[config.mk]
export PLATFORM = sky130hd
export DESIGN_NAME = slap_latency_probe
export DESIGN_NICKNAME = d
export VERILOG_FILES = /design/src/rtl/slap_probe_pkg.sv /design/src/rtl/slap_sync2.sv /design/src/rtl/slap_latency_probe.sv
export SDC_FILE = /design/constraint.sdc
export NUM_CORES = 1
export LEC_CHECK = 0
export BUFFER_PORTS_ARGS = -buffer_cell sky130_fd_sc_hd__buf_4
export CAP_MARGIN = 30
export CORE_ASPECT_RATIO = 1.75
export CORE_MARGIN = 2
export CORE_UTILIZATION = 30
export CTS_CLUSTER_SIZE = 30
export DETAILED_ROUTE_END_ITERATION = 10
export PLACE_DENSITY = 0.51
export SLEW_MARGIN = 15
export SYNTH_ARGS = -nofsm -noshare
export SYNTH_HDL_FRONTEND = slang
export SYNTH_HIERARCHICAL = 1
export SYNTH_SLANG_ARGS = --single-unit
export TNS_END_PERCENT = 10
[constraint.sdc]
create_clock -name clk -period 2.6 [get_ports clk]
set_clock_uncertainty 0.2 [all_clocks]
set_input_delay 0.13 -clock clk [delete_from_list [all_inputs] [get_ports clk]]
set_output_delay 0.13 -clock clk [all_outputs]
set_load 0.005 [all_outputs]
[src/rtl/slap_probe_pkg.sv]
// Shared types and constants for the latency probe.
package slap_probe_pkg;

  typedef enum logic [2:0] {
    StIdle,
    StArm,
    StFire,
    StWait,
    StDone
  } state_e;

  localparam int unsigned SYNC_STAGES = 2;

endpackage

[src/rtl/slap_sync2.sv]
// Two-flop synchronizer for the echo input.
module slap_sync2
  import slap_probe_pkg::*;
(
  input  logic clk,
  input  logic rst_n,
  input  logic d,
  output logic q
);

  logic [SYNC_STAGES-1:0] sync_q;

  always_ff @(posedge clk or negedge rst_n) begin
    if (!rst_n) begin
      sync_q <= '0;
    end else begin
      sync_q <= {sync_q[SYNC_STAGES-2:0], d};
    end
  end

  assign q = sync_q[SYNC_STAGES-1];

endmodule

[src/rtl/slap_latency_probe.sv]
// Fires a one-cycle probe into a delay path and counts edges until it returns.
// Define SLAP_PROBE_SYNC_EN to route echo_in through a 2-flop synchronizer.
module slap_latency_probe
  import slap_probe_pkg::*;
#(
  parameter int unsigned CNT_W    = 8,
  parameter int unsigned MAX_WAIT = 255
) (
  input  logic             clk,
  input  logic             rst_n,
  input  logic             start,
  input  logic             echo_in,
  output logic             probe_out,
  output logic             busy,
  output logic             done,
  output logic [CNT_W-1:0] latency,
  output logic             timeout,
  output logic             stuck
);

  logic echo;

`ifdef SLAP_PROBE_SYNC_EN
  localparam int unsigned Lag = SYNC_STAGES;
  slap_sync2 u_sync (
    .clk   (clk),
    .rst_n (rst_n),
    .d     (echo_in),
    .q     (echo)
  );
`else
  localparam int unsigned Lag = 0;
  assign echo = echo_in;
`endif

  // Two spare bits so the raw count can reach MAX_WAIT plus the synchronizer lag.
  localparam int unsigned      CW        = CNT_W + 2;
  localparam logic [CW-1:0]    WaitLimit = CW'(MAX_WAIT + Lag);
  localparam logic [CW-1:0]    ArmLimit  = CW'(MAX_WAIT - 1);
  localparam logic [CW-1:0]    LagC      = CW'(Lag);
  localparam logic [CNT_W-1:0] MaxLat    = CNT_W'(MAX_WAIT);

  state_e           state_q, state_d;
  logic [CW-1:0]    cnt_q, cnt_d;
  logic [CNT_W-1:0] latency_q, latency_d;
  logic             timeout_q, timeout_d;
  logic             stuck_q, stuck_d;
  logic             probe_q, done_q, busy_q;

  always_comb begin
    state_d   = state_q;
    cnt_d     = cnt_q;
    latency_d = latency_q;
    timeout_d = timeout_q;
    stuck_d   = stuck_q;
    unique case (state_q)
      StIdle: begin
        if (start) begin
          state_d = StArm;
          cnt_d   = '0;
        end
      end
      StArm: begin
        if (!echo) begin
          state_d = StFire;
          cnt_d   = '0;
        end else if (cnt_q >= ArmLimit) begin
          state_d   = StDone;
          latency_d = '0;
          timeout_d = 1'b1;
          stuck_d   = 1'b1;
        end else begin
          cnt_d = cnt_q + 1'b1;
        end
      end
      StFire, StWait: begin
        // Echo is checked before the limit so a last-cycle echo still counts.
        if (echo) begin
          state_d   = StDone;
          latency_d = (cnt_q > LagC) ? CNT_W'(cnt_q - LagC) : '0;
          timeout_d = 1'b0;
          stuck_d   = 1'b0;
        end else if (cnt_q >= WaitLimit) begin
          state_d   = StDone;
          latency_d = MaxLat;
          timeout_d = 1'b1;
          stuck_d   = 1'b0;
        end else begin
          state_d = StWait;
          cnt_d   = cnt_q + 1'b1;
        end
      end
      StDone: state_d = StIdle;
      default: state_d = StIdle;
    endcase
  end

  always_ff @(posedge clk or negedge rst_n) begin
    if (!rst_n) begin
      state_q   <= StIdle;
      cnt_q     <= '0;
      latency_q <= '0;
      timeout_q <= 1'b0;
      stuck_q   <= 1'b0;
      probe_q   <= 1'b0;
      done_q    <= 1'b0;
      busy_q    <= 1'b0;
    end else begin
      state_q   <= state_d;
      cnt_q     <= cnt_d;
      latency_q <= latency_d;
      timeout_q <= timeout_d;
      stuck_q   <= stuck_d;
      probe_q   <= (state_d == StFire);
      done_q    <= (state_d == StDone);
      busy_q    <= (state_d != StIdle);
    end
  end

  assign probe_out = probe_q;
  assign done      = done_q;
  assign busy      = busy_q;
  assign latency   = latency_q;
  assign timeout   = timeout_q;
  assign stuck     = stuck_q;

endmodule
==> impl_metrics.env <==
export IMPL_maxSlewHeadroom_pct=77.67
export IMPL_placementRows=30
export IMPL_cts_tree="done"
export IMPL_synth_edf_count=0
export IMPL_ys_warn_count=6
export IMPL_worst_pin_slew_ns=0.3350
export IMPL_cp_cell_sequence="inv_1, ha_1, o211ai_1, o21ai_1, o22a_2, or4_1, a21oi_1"
export IMPL_drt_iter0_markers=18
export IMPL_syn_cell_area_sq_um=1230
export IMPL_critical_path_max_stage_delay_ns=0.51
export IMPL_hpwl_um=1983
export IMPL_sequentialPowerShare_pct=43.8
export IMPL_antenna_found_initial=0
export IMPL_grt_max_degree=27
export IMPL_setup_viol=0
export IMPL_p_int_mw=0.9041
export IMPL_num_vias=1026
export IMPL_clkSinkCount=26
export IMPL_end_kind="flip-flop"
export IMPL_h_tree_depth=1
export IMPL_wl_um=2680
export IMPL_post_place_cells=185
export IMPL_root_buffer="clkbuf_8"
export IMPL_cts_reportedPaths_clkPinSlew_ns=0.08
export IMPL_syn_inst=122
export IMPL_fmax_mhz=424.9
export IMPL_slowest_stage="or4_1"
export IMPL_drtAntennaViolNets=0
export IMPL_die_area_sq_um=4648
export IMPL_static_leakage_power_nw=0.6722
export IMPL_synth_top_cells_by_count="dfrtp_1 (26), o21ai_0 (13), a21oi_1 (10)"
export IMPL_required_ns=2.60
export IMPL_grt_first_pass_wirelength_um=4650
export IMPL_synth_async_reset_ratio_pct=100.0
export IMPL_wl_per_cell_um=13.96
export IMPL_rsz0062_at_grt="false"
export IMPL_combPwrFrac_pct=37.5
export IMPL_synthTopCellsByArea="dfrtp_1 (53%), o21ai_0 (5.3%), a21oi_1 (4.1%), nand3_1 (3.3%), ha_1 (3.1%)"
export IMPL_yosysTopAreaCell="dfrtp_1"
export IMPL_hold_viol_final=0
export IMPL_numPortBuffers=16
export IMPL_arrival_ns=2.35
export IMPL_yosysUniqueCellTypes=38
export IMPL_drtPass1Iterations=4
export IMPL_n_fill_cell=400
export IMPL_diodes=0
export IMPL_min_period_over_period_pct=90.52
export IMPL_ys_flop_type="dfrtp_1"
export IMPL_yosysSeqAreaShare_pct=52.90
export IMPL_gp_congestion=0.7929
export IMPL_boundaryPins=17
export IMPL_area_growth_syn_to_layout_pct=21.57
export IMPL_synth_top_area_share_pct=52.90
export IMPL_p_sw_share_pct=35.11
export IMPL_instances_no_fill=192
export IMPL_drive_gt1_share_pct=20.14
export IMPL_grt_pass1_vias=1030
export IMPL_yosysMostFrequentCell="dfrtp_1"
export IMPL_synth_avg_cell_area_sq_um=10.08
export IMPL_start_util_pct=31.51
export IMPL_drc=0
export IMPL_power_switching_mw=0.4892
export IMPL_finalMaxSlewViolations=0
export IMPL_period_needed_ns=2.353
export IMPL_p_per_area_nw_per_um2=931.9
export IMPL_synth_seq_cells=26
export IMPL_status="completed"
export IMPL_synth_fp_nets=129
export IMPL_nets=152
export IMPL_p_clk_share_pct=18.7
export IMPL_tns_ns=0
export IMPL_die_w_um=52.40
export IMPL_vias_per_cell=5.344
export IMPL_cts_setup_buffers=0
export IMPL_fp_coreArea_sq_um=3904
export IMPL_numCtsBuffers=3
export IMPL_cap_violations=0
export IMPL_clock_latency_ns=0.27
export IMPL_clock_path_buffers=2
export IMPL_grt_total_usage_pct=13.43
export IMPL_holdCritPathClass="input pin to async pin"
export IMPL_criticalPathCategory="flip-flop to flip-flop"
export IMPL_crit_path_start_kind="flip-flop"
export IMPL_irDropWorstVdd_uv=301.0
export IMPL_die_h_um=88.70
export IMPL_crit_path_max_fanout=13
export IMPL_p_total_mw=1.393
export IMPL_grt_ovfl_total=0
export IMPL_placedInstanceArea_sq_um=1409
export IMPL_final_area_sq_um=1495
-- layout by cell type, fill, tap and decap left out, types with 2 or more instances in the layout --
| cell | instances |
|---|---|
| o21ai_1 | 2 |
| buf_4 | 17 |
| nand4_1 | 4 |
| inv_1 | 6 |
| and2_1 | 3 |
| nor2_1 | 9 |
| o21ai_0 | 13 |
| a21oi_1 | 10 |
| mux2i_1 | 2 |
| o31ai_1 | 2 |
| nand3_1 | 8 |
| dlygate4sd3_1 | 3 |
| or3_1 | 4 |
| or4_1 | 2 |
| nand2_1 | 4 |
| nor2b_1 | 2 |
| clkbuf_8 | 4 |
| dfrtp_1 | 26 |
| ha_1 | 3 |
-- final cells by class --
| cell class | count | area [sq um] | share of cell area [%] |
|---|---|---|---|
| flip-flops and latches | 26 | 650.6 | 43.51 |
| multi-input cells | 87 | 545.5 | 36.49 |
| repair buffers | 20 | 157.7 | 10.54 |
| well taps | 48 | 60.06 | 4.017 |
| clock buffers | 4 | 55.05 | 3.682 |
| inverters | 7 | 26.28 | 1.757 |
-- cell families after synthesis --
group	after synthesis	share of synthesized area, %
buffers and inverters	9	2.847
muxes	3	2.543
and+or+nand+nor	43	19.33
adders and majority gates	3	3.052
AOI/OAI and AO/OA	38	19.33
DFF	26	52.90
-- timing repair --
item                                    CTS  global route
endpoints found under the hold margin    28             0
hold buffers                              3             0
gates resized for setup                   0             1
endpoints found under the setup margin    0             1
-- worst max-delay path, delay by kind of cell, from the launching register on --
family                     cells  cell delay (ns)
buffers and inverters          1             0.10
and+or+nand+nor                1             0.51
AOI/OAI and AO/OA              4             0.79
DFF                            1             0.46
adders and majority gates      1             0.20
-- flip-flops by register name, indices dropped and copies added (netlist names) --
signal and cells:
stuck 1, busy 1, done 1, state_q 3
probe_out 1, timeout 1, cnt_q 10, latency 8
-- metrics by stage --
stage | utilization (%) | setup slack (ns) | hold WS [ns]
2_1_floorplan | - | 0.5326 | -0.3656
3_3_place_gp | 36.09 | 0.3118 | -0.1414
3_5_place_dp | 36.09 | 0.2234 | -0.1338
4_1_cts | 38.27 | 0.2080 | 0.09808
5_1_grt | 38.30 | 0.04661 | 0.1160
6_report | 38.30 | 0.2465 | 0.08945
-- power groups by stage --
stage	clock network (mW)	registers, mW	logic, mW
after CTS	0.274	0.609	0.527
after global routing	0.289	0.627	0.594
after global placement	0	0.608	0.512
final	0.261	0.610	0.523
after detailed placement	0	0.618	0.521
after floorplan	0	0.609	0.305
-- routing by layer --
layer | up-vias | GRT usage (%) | share of wire (%)
li1 | 488 | - | -
met4 | 0 | 7.692 | 2.9
met2 | 21 | 23.18 | 54
met3 | 7 | 2.027 | 2.6
met5 | - | 0 | 0
met1 | 510 | 15.30 | 40
-- worst paths after layout --
path,from,end,slack (ns),cells past startpoint
setup / recovery,cnt_q[0]$_DFFE_PN0P_,cnt_q[7]$_DFFE_PN0P_,0.25,7
hold reg to reg,latency[6]$_DFFE_PN0P_,latency[6]$_DFFE_PN0P_,0.31,2
max in group asynchronous,rst_n,latency[4]$_DFFE_PN0P_,1.86,2
min in group clk,latency[6]$_DFFE_PN0P_,latency[6]$_DFFE_PN0P_,0.31,2
hold / removal,rst_n,cnt_q[3]$_DFFE_PN0P_,0.09,2
setup reg to reg,cnt_q[0]$_DFFE_PN0P_,cnt_q[7]$_DFFE_PN0P_,0.25,7
Power figures use the tool's default switching activity.
